--- src/rtl/tqvp_ws2812b_pkg.sv ---
// Shared definitions for the multi-channel WS2812B driver: register map, FSM states, pixel width.
// Pixel width grows to 32 bits (GRBW) when WS2812B_RGBW_EN is defined.
package tqvp_ws2812b_pkg;

    localparam logic [3:0] REG_CTRL   = 4'h0;
    localparam logic [3:0] REG_G      = 4'h1;
    localparam logic [3:0] REG_R      = 4'h2;
    localparam logic [3:0] REG_B      = 4'h3;
    localparam logic [3:0] REG_PUSH   = 4'h4;
    localparam logic [3:0] REG_LATCH  = 4'h5;
    localparam logic [3:0] REG_LEVEL  = 4'h6;
    localparam logic [3:0] REG_STATUS = 4'h7;
    localparam logic [3:0] REG_W      = 4'h8;

    typedef enum logic [1:0] {IDLE, LOAD, SEND, RESET} state_t;

`ifdef WS2812B_RGBW_EN
    localparam int PIX_W = 32;
`else
    localparam int PIX_W = 24;
`endif

endpackage

--- src/rtl/ws2812b_fifo.sv ---
// Synchronous pixel-run FIFO; pointers carry one extra wrap bit so full and empty are distinct.
// The head entry is visible combinationally so the serializer can pop and capture in one cycle.
module ws2812b_fifo #(
    parameter int DEPTH = 4,
    parameter int W     = 8
) (
    input  logic                     clk,
    input  logic                     rst_n,
    input  logic                     push,
    input  logic [W-1:0]             push_data,
    input  logic                     pop,
    output logic [W-1:0]             head,
    output logic                     full,
    output logic                     empty,
    output logic [$clog2(DEPTH):0]   level
);
    localparam int AW = $clog2(DEPTH);

    logic [W-1:0] mem_q [DEPTH];
    logic [AW:0]  wr_ptr_q, wr_ptr_d, rd_ptr_q, rd_ptr_d;
    logic         do_push, do_pop;

    always_comb begin
        level    = wr_ptr_q - rd_ptr_q;
        empty    = (wr_ptr_q == rd_ptr_q);
        full     = (wr_ptr_q[AW] != rd_ptr_q[AW]) && (wr_ptr_q[AW-1:0] == rd_ptr_q[AW-1:0]);
        do_push  = push && !full;
        do_pop   = pop && !empty;
        wr_ptr_d = do_push ? wr_ptr_q + 1'b1 : wr_ptr_q;
        rd_ptr_d = do_pop  ? rd_ptr_q + 1'b1 : rd_ptr_q;
        head     = mem_q[rd_ptr_q[AW-1:0]];
    end

    always_ff @(posedge clk) begin
        if (do_push) begin
            mem_q[wr_ptr_q[AW-1:0]] <= push_data;
        end
    end

    always_ff @(posedge clk) begin
        if (!rst_n) begin
            wr_ptr_q <= '0;
            rd_ptr_q <= '0;
        end else begin
            wr_ptr_q <= wr_ptr_d;
            rd_ptr_q <= rd_ptr_d;
        end
    end

endmodule

--- src/rtl/tqvp_cattuto_ws2812b_multi.sv ---
// TinyQV byte peripheral: queued WS2812B pixel runs serialised onto one of NUM_CH strip outputs.
// Define WS2812B_RGBW_EN for 32-bit GRBW pixels and the W staging register at 0x8.
module tqvp_cattuto_ws2812b_multi
    import tqvp_ws2812b_pkg::*;
#(
    parameter int FIFO_DEPTH = 4,
    parameter int NUM_CH     = 4,
    parameter int T0H_CYC    = 26,
    parameter int T1H_CYC    = 51,
    parameter int TBIT_CYC   = 80,
    parameter int TRES_CYC   = 5120
) (
    input  logic       clk,
    input  logic       rst_n,
    input  logic [7:0] ui_in,
    output logic [7:0] uo_out,
    input  logic [3:0] address,
    input  logic       data_write,
    input  logic [7:0] data_in,
    output logic [7:0] data_out
);
    localparam int LVL_W   = $clog2(FIFO_DEPTH) + 1;
    localparam int ENT_W   = 3 + PIX_W + 8;
    localparam int CNT_MAX = (TRES_CYC > TBIT_CYC) ? TRES_CYC : TBIT_CYC;
    localparam int CNT_W   = $clog2(CNT_MAX);
    localparam logic [CNT_W-1:0] TBIT_LAST = CNT_W'(TBIT_CYC - 1);
    localparam logic [CNT_W-1:0] TRES_LAST = CNT_W'(TRES_CYC - 1);
    localparam logic [CNT_W-1:0] T0H       = CNT_W'(T0H_CYC);
    localparam logic [CNT_W-1:0] T1H       = CNT_W'(T1H_CYC);
    localparam logic [4:0]       BIT_TOP   = 5'(PIX_W - 1);
    localparam logic [2:0]       NCH       = 3'(NUM_CH);

    state_t             state_q, state_d;
    logic [2:0]         ch_q, ch_d, cur_ch_q, cur_ch_d;
    logic               auto_latch_q, auto_latch_d, ovf_q, ovf_d, latch_req_q, latch_req_d;
    logic [7:0]         g_q, g_d, r_q, r_d, b_q, b_d, rep_q, rep_d, w_rd;
    logic [PIX_W-1:0]   pix_q, pix_d, pix_stage;
    logic [4:0]         bit_idx_q, bit_idx_d;
    logic [CNT_W-1:0]   cnt_q, cnt_d;
    logic [7:0]         uo_q, uo_d;
    logic               line_d, cur_bit, busy;
    logic               fifo_push, fifo_pop, fifo_full, fifo_empty;
    logic [ENT_W-1:0]   fifo_head;
    logic [LVL_W-1:0]   fifo_level;
    logic               unused_ui;

    assign unused_ui = ^ui_in;

`ifdef WS2812B_RGBW_EN
    logic [7:0] w_q, w_d;
    assign pix_stage = {g_q, r_q, b_q, w_q};
    assign w_rd      = w_q;
`else
    assign pix_stage = {g_q, r_q, b_q};
    assign w_rd      = 8'h00;
`endif

    assign fifo_push = data_write && (address == REG_PUSH) && !fifo_full;
    assign busy      = (state_q != IDLE);

    ws2812b_fifo #(.DEPTH(FIFO_DEPTH), .W(ENT_W)) u_fifo (
        .clk       (clk),
        .rst_n     (rst_n),
        .push      (fifo_push),
        .push_data ({ch_q, pix_stage, data_in}),
        .pop       (fifo_pop),
        .head      (fifo_head),
        .full      (fifo_full),
        .empty     (fifo_empty),
        .level     (fifo_level)
    );

    always_comb begin
        state_d      = state_q;
        ch_d         = ch_q;
        auto_latch_d = auto_latch_q;
        g_d          = g_q;
        r_d          = r_q;
        b_d          = b_q;
`ifdef WS2812B_RGBW_EN
        w_d          = w_q;
`endif
        ovf_d        = ovf_q;
        latch_req_d  = latch_req_q;
        cur_ch_d     = cur_ch_q;
        pix_d        = pix_q;
        rep_d        = rep_q;
        bit_idx_d    = bit_idx_q;
        cnt_d        = cnt_q;
        fifo_pop     = 1'b0;

        if (data_write) begin
            case (address)
                REG_CTRL: begin
                    if (data_in[2:0] < NCH) ch_d = data_in[2:0];
                    auto_latch_d = data_in[7];
                end
                REG_G:      g_d = data_in;
                REG_R:      r_d = data_in;
                REG_B:      b_d = data_in;
`ifdef WS2812B_RGBW_EN
                REG_W:      w_d = data_in;
`endif
                REG_PUSH:   if (fifo_full) ovf_d = 1'b1;
                REG_STATUS: ovf_d = 1'b0;
                default: ;
            endcase
        end

        case (state_q)
            IDLE: begin
                if (!fifo_empty) begin
                    fifo_pop = 1'b1;
                    cur_ch_d = fifo_head[ENT_W-1 -: 3];
                    pix_d    = fifo_head[8 +: PIX_W];
                    rep_d    = fifo_head[7:0];
                    state_d  = LOAD;
                end else if (latch_req_q) begin
                    latch_req_d = 1'b0;
                    cnt_d       = '0;
                    state_d     = RESET;
                end
            end
            LOAD: begin
                bit_idx_d = BIT_TOP;
                cnt_d     = '0;
                state_d   = SEND;
            end
            SEND: begin
                if (cnt_q == TBIT_LAST) begin
                    cnt_d = '0;
                    if (bit_idx_q != 5'd0) begin
                        bit_idx_d = bit_idx_q - 5'd1;
                    end else if (rep_q != 8'd0) begin
                        rep_d     = rep_q - 8'd1;
                        bit_idx_d = BIT_TOP;
                    end else begin
                        state_d = IDLE;
                        if (auto_latch_q && fifo_empty) latch_req_d = 1'b1;
                    end
                end else begin
                    cnt_d = cnt_q + 1'b1;
                end
            end
            RESET: begin
                if (cnt_q == TRES_LAST) state_d = IDLE;
                else                    cnt_d   = cnt_q + 1'b1;
            end
            default: state_d = IDLE;
        endcase

        // A LATCH write wins over the clear on RESET entry, so it buys one more gap.
        if (data_write && (address == REG_LATCH)) latch_req_d = 1'b1;
    end

    // Output is derived from next-state values so the registered pin lines up with state_q.
    always_comb begin
        cur_bit = pix_d[bit_idx_d];
        line_d  = (state_d == SEND) && (cnt_d < (cur_bit ? T1H : T0H));
    end

    assign uo_d[0] = 1'b0;
    for (genvar gi = 0; gi < 7; gi++) begin : g_ch
        if (gi < NUM_CH) begin : g_on
            assign uo_d[gi+1] = line_d && (cur_ch_d == 3'(gi));
        end else begin : g_off
            assign uo_d[gi+1] = 1'b0;
        end
    end

    always_ff @(posedge clk) begin
        if (!rst_n) begin
            state_q      <= IDLE;
            ch_q         <= '0;
            auto_latch_q <= 1'b0;
            g_q          <= '0;
            r_q          <= '0;
            b_q          <= '0;
`ifdef WS2812B_RGBW_EN
            w_q          <= '0;
`endif
            ovf_q        <= 1'b0;
            latch_req_q  <= 1'b0;
            cur_ch_q     <= '0;
            pix_q        <= '0;
            rep_q        <= '0;
            bit_idx_q    <= '0;
            cnt_q        <= '0;
            uo_q         <= '0;
        end else begin
            state_q      <= state_d;
            ch_q         <= ch_d;
            auto_latch_q <= auto_latch_d;
            g_q          <= g_d;
            r_q          <= r_d;
            b_q          <= b_d;
`ifdef WS2812B_RGBW_EN
            w_q          <= w_d;
`endif
            ovf_q        <= ovf_d;
            latch_req_q  <= latch_req_d;
            cur_ch_q     <= cur_ch_d;
            pix_q        <= pix_d;
            rep_q        <= rep_d;
            bit_idx_q    <= bit_idx_d;
            cnt_q        <= cnt_d;
            uo_q         <= uo_d;
        end
    end

    assign uo_out = uo_q;

    always_comb begin
        case (address)
            REG_CTRL:   data_out = {auto_latch_q, 4'b0000, ch_q};
            REG_G:      data_out = g_q;
            REG_R:      data_out = r_q;
            REG_B:      data_out = b_q;
            REG_LEVEL:  data_out = 8'(fifo_level);
            REG_STATUS: data_out = {4'b0000, ovf_q, latch_req_q, busy, ~fifo_full};
            REG_W:      data_out = w_rd;
            default:    data_out = 8'h00;
        endcase
    end

endmodule

--- config.mk ---
export PLATFORM = sky130hd
export DESIGN_NAME = tqvp_cattuto_ws2812b_multi
export DESIGN_NICKNAME = d
export VERILOG_FILES = /design/src/rtl/tqvp_ws2812b_pkg.sv /design/src/rtl/ws2812b_fifo.sv /design/src/rtl/tqvp_cattuto_ws2812b_multi.sv
export SDC_FILE = /design/constraint.sdc
export NUM_CORES = 1
export LEC_CHECK = 0
export ABC_CLOCK_PERIOD_IN_PS = 9200
export BUFFER_PORTS_ARGS = -buffer_cell sky130_fd_sc_hd__buf_2
export CORE_UTILIZATION = 66
export CTS_CLUSTER_SIZE = 10
export DETAILED_ROUTE_END_ITERATION = 6
export PLACE_DENSITY_LB_ADDON = 0.3
export SKIP_CTS_REPAIR_TIMING = 1
export SLEW_MARGIN = 20
export SYNTH_ARGS = -nofsm -noshare
export SYNTH_HDL_FRONTEND = slang
export SYNTH_SLANG_ARGS = --single-unit
--- constraint.sdc ---
create_clock -name clk -period 9.2 [get_ports clk]
set_input_delay 0 -clock clk [delete_from_list [all_inputs] [get_ports clk]]
set_output_delay 0 -clock clk [all_outputs]
set_load 0.02 [all_outputs]
# Yosys cells after proc, flatten, opt, wreduce, memory -nomap -nowiden
# Memory sizes are Yosys's and may differ from the RTL's. A register that Yosys moved wholly into a read port is not among the register bits.
# Index checks and enable logic that the tools add are counted.
[word_totals]
n_memories = 1
input_bits = 23
mem_bits_rw = 140
ff_bits = 99
word_cells = 132
[op_classes]
n_eq_ne = 29
mux = 44
add_sub_neg = 6
magnitude_cmp = 3
n_bitwise = 1
n_reduce_logical = 31
[mem_list]
columns = ["memory", "words", "width", "rd", "rd_ports_with_merged_regs", "write_ports", "line_no", "rtl"]
rows = [
  ["u_fifo.mem_q", 4, 35, 1, 1, 1, "ws2812b_fifo.sv:19", "logic [W-1:0] mem_q [DEPTH];"],
]
[op_table]
columns = ["cell", "n"]
rows = [
  ["13-bit two-way mux", 4],
  ["13-bit one-hot mux with 4 select lines", 1],
  ["24-bit two-way mux", 2],
  ["8-bit one-hot mux with 6 select lines", 1],
  ["8-bit two-way mux", 4],
  ["4-bit by 3-bit == test with 1-bit output, second input constant", 4],
  ["2-bit two-way mux", 8],
  ["8-bit one-hot mux with 2 select lines", 1],
  ["5-bit two-way mux", 3],
  ["3-bit inequality test, second input constant", 5],
  ["13-bit by 1-bit adder with 13-bit output, second input constant", 1],
  ["13-bit == test, second input constant", 1],
  ["13-bit by 7-bit == test with 1-bit output, second input constant", 1],
  ["13-bit by 6-bit < comparator with 1-bit output", 1],
  ["1-bit logical AND", 12],
  ["1-bit two-way mux", 12],
  ["2-bit inequality test, second input constant", 5],
  ["5-bit one-hot mux with 2 select lines", 1],
  ["4-bit by 2-bit == test with 1-bit output, second input constant", 2],
  ["2-bit one-hot mux with 4 select lines", 1],
  ["2-bit AND reduction", 4],
  ["8-bit nonzero test", 1],
  ["8-bit by 1-bit subtractor with 8-bit output, second input constant", 1],
  ["3-bit by 1-bit adder with 3-bit output, second input constant", 2],
  ["other kinds (27)", 36],
]

# Logic depth before layout (Yosys ltp)
# Gate-level depths: netlist of run 1.
[depth]
word_depth = 11
mapped_depth = 21
ltp_nobuf = 19

# By module
# Synthesis of run 1 repeated with hierarchy kept, for this count alone.
[unflattened]
hier_cells = 905
hier_area_um2 = 11071.9
[by_module_without_submodules]
columns = ["mod", "area_per_inst_um2", "seq_area_each_um2", "cells_each", "instances"]
rows = [
  ["ws2812b_fifo", 5677.9, 4364.2, 254, 1],
  ["tqvp_cattuto_ws2812b_multi", 5393.9, 1781.7, 651, 1],
]

# Least setup slack after synthesis of run 1
# Ideal clock, no wire load.
[synth_path]
path_type = "reg2reg"
from = "register state_q[1]"
to = "register uo_q[4], in the netlist uo_out[4]"
setup_time_ps = 103
synth_period_minus_slack_ps = 3962
stages_incl_launch_ff = 22
slack_ps = 5238
arrival_ps = 3858
cell_sequence = "dfxtp_1 > inv_1 > ha_1 > clkbuf_1 > nand2b_1 > nor2_1 > a31oi_2 > nand2_1 > buf_2 > mux2_2 > o22ai_1 > o22a_1 > o21a_1 > inv_1 > ha_1 > a211oi_2 > o41ai_1 > nor4_1 > nand4_1 > nor3_2 > o211ai_2 > a2111oi_2"
[synth_via]
elab_chain_len = 8
elab_cells_between_ends = 23
cone_classes = "1 x order compare; 5 x eq/ne; 14 x mux; 3 x reduce/logical"
[synth_rtl]
columns = ["item", "line_no", "rtl"]
rows = [
  ["start, declared", "tqvp_cattuto_ws2812b_multi.sv:33", "state_t state_q, state_d;"],
  ["start signal, assigned", "tqvp_cattuto_ws2812b_multi.sv:191", "state_q <= state_d;"],
  ["2-bit == test, or another cell as far along", "tqvp_cattuto_ws2812b_multi.sv:110", "case (state_q)"],
  ["5-bit one-hot mux with 2 select lines or 24-bit two-way mux (tied branches)", "tqvp_cattuto_ws2812b_multi.sv:110", ""],
  ["1-bit binary-select mux with 5-bit select", "tqvp_cattuto_ws2812b_multi.sv:158", "cur_bit = pix_d[bit_idx_d];"],
  ["1-bit two-way mux (implied by the code)", "tqvp_cattuto_ws2812b_multi.sv:158", ""],
  ["6-bit two-way mux", "tqvp_cattuto_ws2812b_multi.sv:159", "line_d = (state_d == SEND) && (cnt_d < (cur_bit ? T1H : T0H));"],
  ["13-bit by 6-bit < comparator with 1-bit output", "tqvp_cattuto_ws2812b_multi.sv:159", ""],
  ["1-bit logical AND", "tqvp_cattuto_ws2812b_multi.sv:159", ""],
  ["1-bit logical AND (*)", "tqvp_cattuto_ws2812b_multi.sv:165", "assign uo_d[gi+1] = line_d && (cur_ch_d == 3'(gi));"],
  ["end signal, assigned", "tqvp_cattuto_ws2812b_multi.sv:207", "uo_q <= uo_d;"],
  ["end, declared", "tqvp_cattuto_ws2812b_multi.sv:40", "logic [7:0] uo_q, uo_d;"],
]
# Mark *: on every way between the ends. The rest lies on a longest branch, timed or not. The select of a mux whose other input is x is not followed.
# A chain may end at the register's enable or synchronous reset.

# Worst setup path after layout of run 1
[layout_path]
from = "register state_q[0]"
to = "register uo_q[4], in the netlist uo_out[4]"
# Same word-level chain as after synthesis.

==> impl_metrics.py, run 1 <==
metrics = {
    "synth": {
        "synth-seq-area-share": 0.591,
        "ys.warnings.count": 0,
        "synthArstFlopShare": 0,
        "yosysMostFrequentCell": "edfxtp_1",
        "synth_cells": 809,
        "synth_area_leader_cell": "edfxtp_1",
        "synth_enable_flop_cells": 140,
        "synth_cell_types": 76,
        "ys_top_cells_by_count": "140 x edfxtp_1, 118 x nor2_1, 97 x dfxtp_1, 68 x mux2i_1, 37 x nand2_1",
        "ys_seq_elements": 237,
        "synth-main-ff-cell": "edfxtp_1",
        "avgSynthCellArea_um2": 12.9,
        "syn_area_mm2": 0.0104,
        "synth.area.top_cells": "edfxtp_1 40%, dfxtp_1 19%, mux4_2 7.8%",
        "synthDominantCellAreaShare": 0.404,
    },
    "status": {
        "status": "finished clean",
    },
    "setup_path": {
        "critPathMaxFanout": 11,
        "cpMaxStageDelayCell": "a2111oi_0",
        "crit_chain": "inv_1 -> ha_1 -> nand2b_1 -> nor2_1 -> a31oi_2 -> nand2_1 -> a2111oi_0 -> a2111o_1 -> o22a_1 -> o21a_1 -> inv_1 -> ha_1 -> a211oi_2 -> o41ai_1 -> nor4_1 -> nand4_1 -> nor3_2 -> o211ai_2 -> a2111oi_2",
        "path_buf_inv": 2,
        "start_kind": "flop",
        "worstPathRequired_ps": 9630,
        "cpPeakStageDelay_ps": 630,
        "end_kind": "flop",
        "critical-path-top-delay-family": "compound AO/OA/AOI/OAI gates",
        "critPathArrivalTime_ps": 5540,
        "critical_path_class": "flop to flop",
    },
    "clock_tree": {
        "numCtsBuffers": 28,
        "clk_pin_slew_ps": 60,
        "clkLatencyLatePin_ps": 560,
        "cts_tree": "done",
        "clockRootBuffer": "clkbuf_16",
        "cts.sinks": 237,
        "cts_buffer_depth": 3,
        "htreeDepth": 1,
    },
    "placed_design": {
        "numPortBuffers": 26,
        "placed_area_mm2": 0.0107,
        "place.gp.congestion": 0.885,
        "preCtsSetupSlack_ps": 4180,
        "place_hpwl_um": 15300,
    },
    "sta": {
        "clock_skew_ps": 37.7,
        "fmax_ghz": 0.195,
        "hold_violations": 0,
        "fin_tns_setup_ps": 0,
        "worst_pin_slew_ps": 1050,
        "min_period_over_period": 0.556,
        "drv_slew": 0,
        "setup_slack_ps": 4080,
        "rsz0062_at_grt": "false",
        "finalSetupViolations": 0,
        "final.min_clock_period_ps": 5120,
        "slew_headroom": 0.297,
    },
    "routing": {
        "post_drt_wl_per_cell_um": 23.9,
        "drt_wl_total_um": 25700,
        "final_antenna_net_count": 0,
        "num_vias": 7107,
        "drt-pass1-iter-count": 5,
        "viasPerCell": 6.61,
        "first_iter_violations": 798,
        "drcViolationCount": 0,
    },
    "floorplanning": {
        "rows": 45,
        "fp.dieW_um": 128,
        "die_y_um": 128,
        "start_util": 0.679,
        "num_io_pins": 39,
        "die-area_mm2": 0.0163,
        "core_mm2": 0.0153,
    },
    "pwr": {
        "leakagePower_uw": 0.00440,
        "max-vdd-ir-drop_mv": 0.207,
        "p_per_area_mw_per_mm2": 253,
        "power.total_uw": 2930,
    },
    "global_route": {
        "grt_pass1_wl_um": 38700,
        "grt_antenna_before_repair": 0,
        "grt_pass1_vias": 7071,
        "track_usage": 0.317,
        "grt_max_degree": 62,
        "grt.overflow.total": 0,
    },
    "flow_run": {
        "cap_violations": 0,
    },
    "final_layout": {
        "fillers": 915,
        "fin_area_mm2": 0.0116,
        "diodes": 0,
        "drive_above_1_share": 0.156,
        "syn_to_final_growth_pct": 11.4,
        "fin_nets": 886,
    },
    "min_path": {
        "hold_path_class": "input port to flop",
    },
}
layout by cell type, fill, tap and decap left out, types with 5 or more instances in the layout:
master / instances
edfxtp_1: 140
nor2_1: 118
dfxtp_1: 96
mux2i_1: 68
nand2_1: 37
mux4_2: 36
clkbuf_16: 28
buf_2: 26
a21oi_1: 25
o21ai_0: 21
inv_1: 19
clkbuf_1: 18
nand3_1: 17
ha_1: 17
and2_1: 15
nor3_1: 14
dlygate4sd3_1: 10
buf_4: 10
and3_1: 9
a211oi_1: 7
nor4_1: 7
o21a_1: 6
xnor2_1: 6
o31a_1: 5
a31oi_1: 5
o31ai_1: 5
power by group:
part | switching, µW | internal (µW)
Sequential | 33.6 | 1150
Clock | 420 | 575
Combinational | 459 | 285
cell families after synthesis:
| kind of cell | count (synthesis) | share of synthesized area |
|---|---|---|
| multiplexers | 108 | 0.148 |
| adder cells (fa/ha/maj) | 18 | 0.0224 |
| AO/OA/AOI/OAI | 126 | 0.0885 |
| flip-flops | 237 | 0.591 |
| AND/OR/NAND/NOR | 247 | 0.114 |
| buffers and inverters | 64 | 0.0285 |
| other | 1 | 0.000360 |
| XOR/XNOR | 8 | 0.00746 |
registers in the layout, indices dropped and copies added (netlist names), 2 cells and up, named ones only:
name             cells
b_q                  8
bit_idx_q            5
ch_q                 3
cnt_q               13
cur_ch_q             3
g_q                  8
pix_q               24
r_q                  8
rep_q                8
state_q              2
u_fifo.mem_q       140
u_fifo.rd_ptr_q      3
u_fifo.wr_ptr_q      3
uo_out               4
metrics by stage:
stage               hold WS (ps)  utilization  instances
finish                      70.8        0.757       1076
global route                73.3        0.757       1076
CTS                         -274        0.750       1066
detailed placement           278        0.697       1016
global placement             263        0.697       1016
floorplan                   98.9            -        812
area by class of cell:
class                           instances  area [µm²]  share of cell area
Clock buffer                           47         782              0.0675
Tap cell                              211         264              0.0228
Multi-Input combinational cell        511        3980               0.344
Clock inverter                          3        30.0             0.00259
Timing Repair Buffer                   46         305              0.0263
Sequential cell                       237        6150               0.530
Inverter                               21        78.8             0.00680
worst register-to-register path, delay by kind of cell (launching register included):
kind	cells	cell delay, ps
DFF	1	370
adders and majority gates	2	630
buffers and inverters	2	160
and+or+nand+nor	6	1500
AOI/OAI and AO/OA	9	2380
worst paths after layout:
check                             start                    to  slack [ps]  cells past startpoint
setup / recovery  state_q[0]$_SDFF_PN0_  uo_out[4]$_SDFF_PN0_        4080                     19
hold reg to reg      ovf_q$_SDFFE_PN0P_    ovf_q$_SDFFE_PN0P_         490                      2
hold / removal               address[3]    ovf_q$_SDFFE_PN0P_          70                      5
setup reg to reg  state_q[0]$_SDFF_PN0_  uo_out[4]$_SDFF_PN0_        4080                     19
per-layer routing:
metal / track usage / vias to the layer above / wire [µm]
li1: - / 3112 / -
met4: 0.111 / 0 / 646
met2: 0.526 / 412 / 12900
met1: 0.430 / 3524 / 10200
met5: 0 / - / 0
met3: 0.0503 / 59 / 1970
(Power assumes the default switching activity.)
==> inputs of run 2 (changes only) <==
--- a/config.mk
+++ b/config.mk
@@ -5,9 +5,9 @@
 export SDC_FILE = /design/constraint.sdc
 export NUM_CORES = 1
 export LEC_CHECK = 0
-export ABC_CLOCK_PERIOD_IN_PS = 9200
+export ABC_CLOCK_PERIOD_IN_PS = 4500
 export BUFFER_PORTS_ARGS = -buffer_cell sky130_fd_sc_hd__buf_2
-export CORE_UTILIZATION = 66
+export CORE_UTILIZATION = 56
 export CTS_CLUSTER_SIZE = 10
 export DETAILED_ROUTE_END_ITERATION = 6
 export PLACE_DENSITY_LB_ADDON = 0.3
==> constraint.sdc (replaced) <==
create_clock -name clk -period 4.5 [get_ports clk]
set_input_delay 0 -clock clk [delete_from_list [all_inputs] [get_ports clk]]
set_output_delay 0 -clock clk [all_outputs]
set_load 0.02 [all_outputs]
==> run 2 against run 1 <==
The flow now finishes with violations (DRC, hold timing). Die area rose by 18%. Worst hold slack got worse by 90 ps. Core utilization fell by 9.2 points. Sequential power rose by 100%. Non-clock buffer count rose by 26. Global-route usage fell by 5.7 points. Clock skew fell by 17 ps. Register-to-register slack got worse by 3900 ps. Sequential share of layout area fell by 1.9 points. Setup slack got worse by 3900 ps. Cell area rose by 3.8%. Fmax rose by 18%. Critical endpoint unchanged.
==> impl_metrics.py, run 2 (synthesized netlist as in run 1, its figures left out) <==
metrics = {
    "status": {
        "status": "finished, violations left",
        "violations": "DRC, hold timing",
    },
    "placed_design": {
        "numPortBuffers": 26,
        "place.gp.congestion": 0.889,
        "place_hpwl_um": 15900,
    },
    "global_route": {
        "grt_max_degree": 48,
        "grt.overflow.total": 0,
        "track_usage": 0.260,
        "grt_pass1_wl_um": 38500,
        "grt_antenna_before_repair": 0,
        "grt_pass1_vias": 7045,
    },
    "setup_path": {
        "r2r_setup_slack_ps": 180,
        "reg2reg_from": "u_fifo.rd_ptr_q[1]$_SDFFE_PN0P_",
        "start_kind": "flop",
        "worstPathRequired_ps": 4920,
        "end_kind": "flop",
        "critical_path_class": "flop to flop",
        "critPathMaxFanout": 12,
        "timing.rr.end": "uo_out[4]$_SDFF_PN0_",
        "critPathArrivalTime_ps": 4740,
        "reg2reg_depth": 19,
    },
    "sta": {
        "fmax_ghz": 0.231,
        "min_period_over_period": 0.960,
        "hold_violations": 1,
        "finalSetupViolations": 0,
        "drv_slew": 0,
        "fin_tns_setup_ps": 0,
        "worst_pin_slew_ps": 1030,
        "final.min_clock_period_ps": 4320,
        "timing.hold.ws_ps": -18.8,
        "clock_skew_ps": 20.4,
        "slew_headroom": 0.310,
    },
    "final_layout": {
        "fin_nets": 912,
        "layout_common_cells": "140 x edfxtp_1, 117 x nor2_1, 93 x dfxtp_1, 65 x mux2i_1",
        "diodes": 0,
        "largest_reg_flops": 140,
        "drive_above_1_share": 0.211,
        "final_core_util": 0.665,
        "mostFrequentLayoutCell": "edfxtp_1",
        "syn_to_final_growth_pct": 15.6,
    },
    "clock_tree": {
        "htreeDepth": 1,
        "cts.sinks": 237,
        "cts_buffer_depth": 3,
        "clockRootBuffer": "clkbuf_16",
        "numCtsBuffers": 28,
        "cts_tree": "done",
        "clkLatencyLatePin_ps": 530,
        "clk_pin_slew_ps": 60,
    },
    "routing": {
        "wl_met2_um": 12000,
        "num_vias": 7122,
        "post_drt_wl_per_cell_um": 22.2,
        "drcViolationCount": 2,
        "dr.max_layer_used": "met4",
        "drt-pass1-iter-count": 7,
        "first_iter_violations": 817,
        "wl_met1_um": 10300,
        "met3_length_um": 1830,
        "drt_wl_total_um": 25000,
        "viasPerCell": 6.35,
        "final_antenna_net_count": 0,
    },
    "min_path": {
        "hold_depth": 4,
        "hold_path_class": "input port to flop",
        "hold_end": "auto_latch_q$_SDFFE_PN0P_",
        "hp-start": "data_write",
    },
    "pwr": {
        "power.total_uw": 6360,
        "p_per_area_mw_per_mm2": 529,
        "max-vdd-ir-drop_mv": 0.348,
        "leakagePower_uw": 0.00459,
    },
    "floorplanning": {
        "die-area_mm2": 0.0191,
        "start_util": 0.575,
        "rows": 49,
        "core_mm2": 0.0181,
        "fp.dieW_um": 138,
        "num_io_pins": 39,
        "die_y_um": 138,
    },
    "flow_run": {
        "cap_violations": 0,
    },
}
[run 2: report_power, final]
part / total [µW] / switching (µW) / internal (µW)
Clock: 2150 / 837 / 1310
Combinational: 1780 / 1040 / 739
Sequential: 2430 / 71.5 / 2360
[run 2: worst max-delay path by stage]
stage / cells past startpoint / from / slack [ps] / to
after detailed placement: 19 / bit_idx_q[1]$_SDFF_PN0_ / -40 / uo_out[4]$_SDFF_PN0_
after global routing: 21 / bit_idx_q[1]$_SDFF_PN0_ / -100 / uo_out[4]$_SDFF_PN0_
final: 19 / u_fifo.rd_ptr_q[1]$_SDFFE_PN0P_ / 180 / uo_out[4]$_SDFF_PN0_
after global placement: 18 / u_fifo.wr_ptr_q[0]$_SDFFE_PN0P_ / 310 / uo_out[4]$_SDFF_PN0_
after CTS: 19 / state_q[0]$_SDFF_PN0_ / -70 / uo_out[4]$_SDFF_PN0_
after floorplan: 21 / state_q[1]$_SDFF_PN0_ / 540 / uo_out[4]$_SDFF_PN0_
[run 2: stage by stage]
| step | cell area, µm² | instances | worst slack, ps |
|---|---|---|---|
| floorplan | 10400 | 812 | 538 |
| global placement | 10800 | 1050 | 311 |
| detailed placement | 10800 | 1050 | -40.7 |
| CTS | 11700 | 1102 | -72.7 |
| global route | 12000 | 1122 | -96.2 |
| finish | 12000 | 1122 | 180 |
[run 2: layer usage]
metal / vias up / GRT usage
li1: 3174 / -
met1: 3501 / 0.346
met2: 377 / 0.430
met3: 70 / 0.0350
met4: 0 / 0.112
met5: - / 0
[run 2: worst max-delay path: stages, from the launching register on]
cell and delay [ps]:
dfxtp_1 400, inv_1 70, ha_1 320, nand2_1 120, o21ai_4 170, buf_4 180
buf_6 200, mux2i_2 270, nand3_1 110, o2111a_1 140, a2111o_1 390, o22a_1 240
o21a_1 150, ha_1 290, o311a_1 130, o21ai_0 210, nand2_1 100, nor3_2 200
o211ai_2 160, a2111oi_4 370
[run 2: cell type report]
type                    count  area (µm²)
clock buffers              49         800
clock inverters             3        76.3
fillers                  1248        6060
inverters                  21        78.8
multi-input cells         511        4110
flip-flops and latches    237        6150
well taps                 229         287
repair buffers             72         522
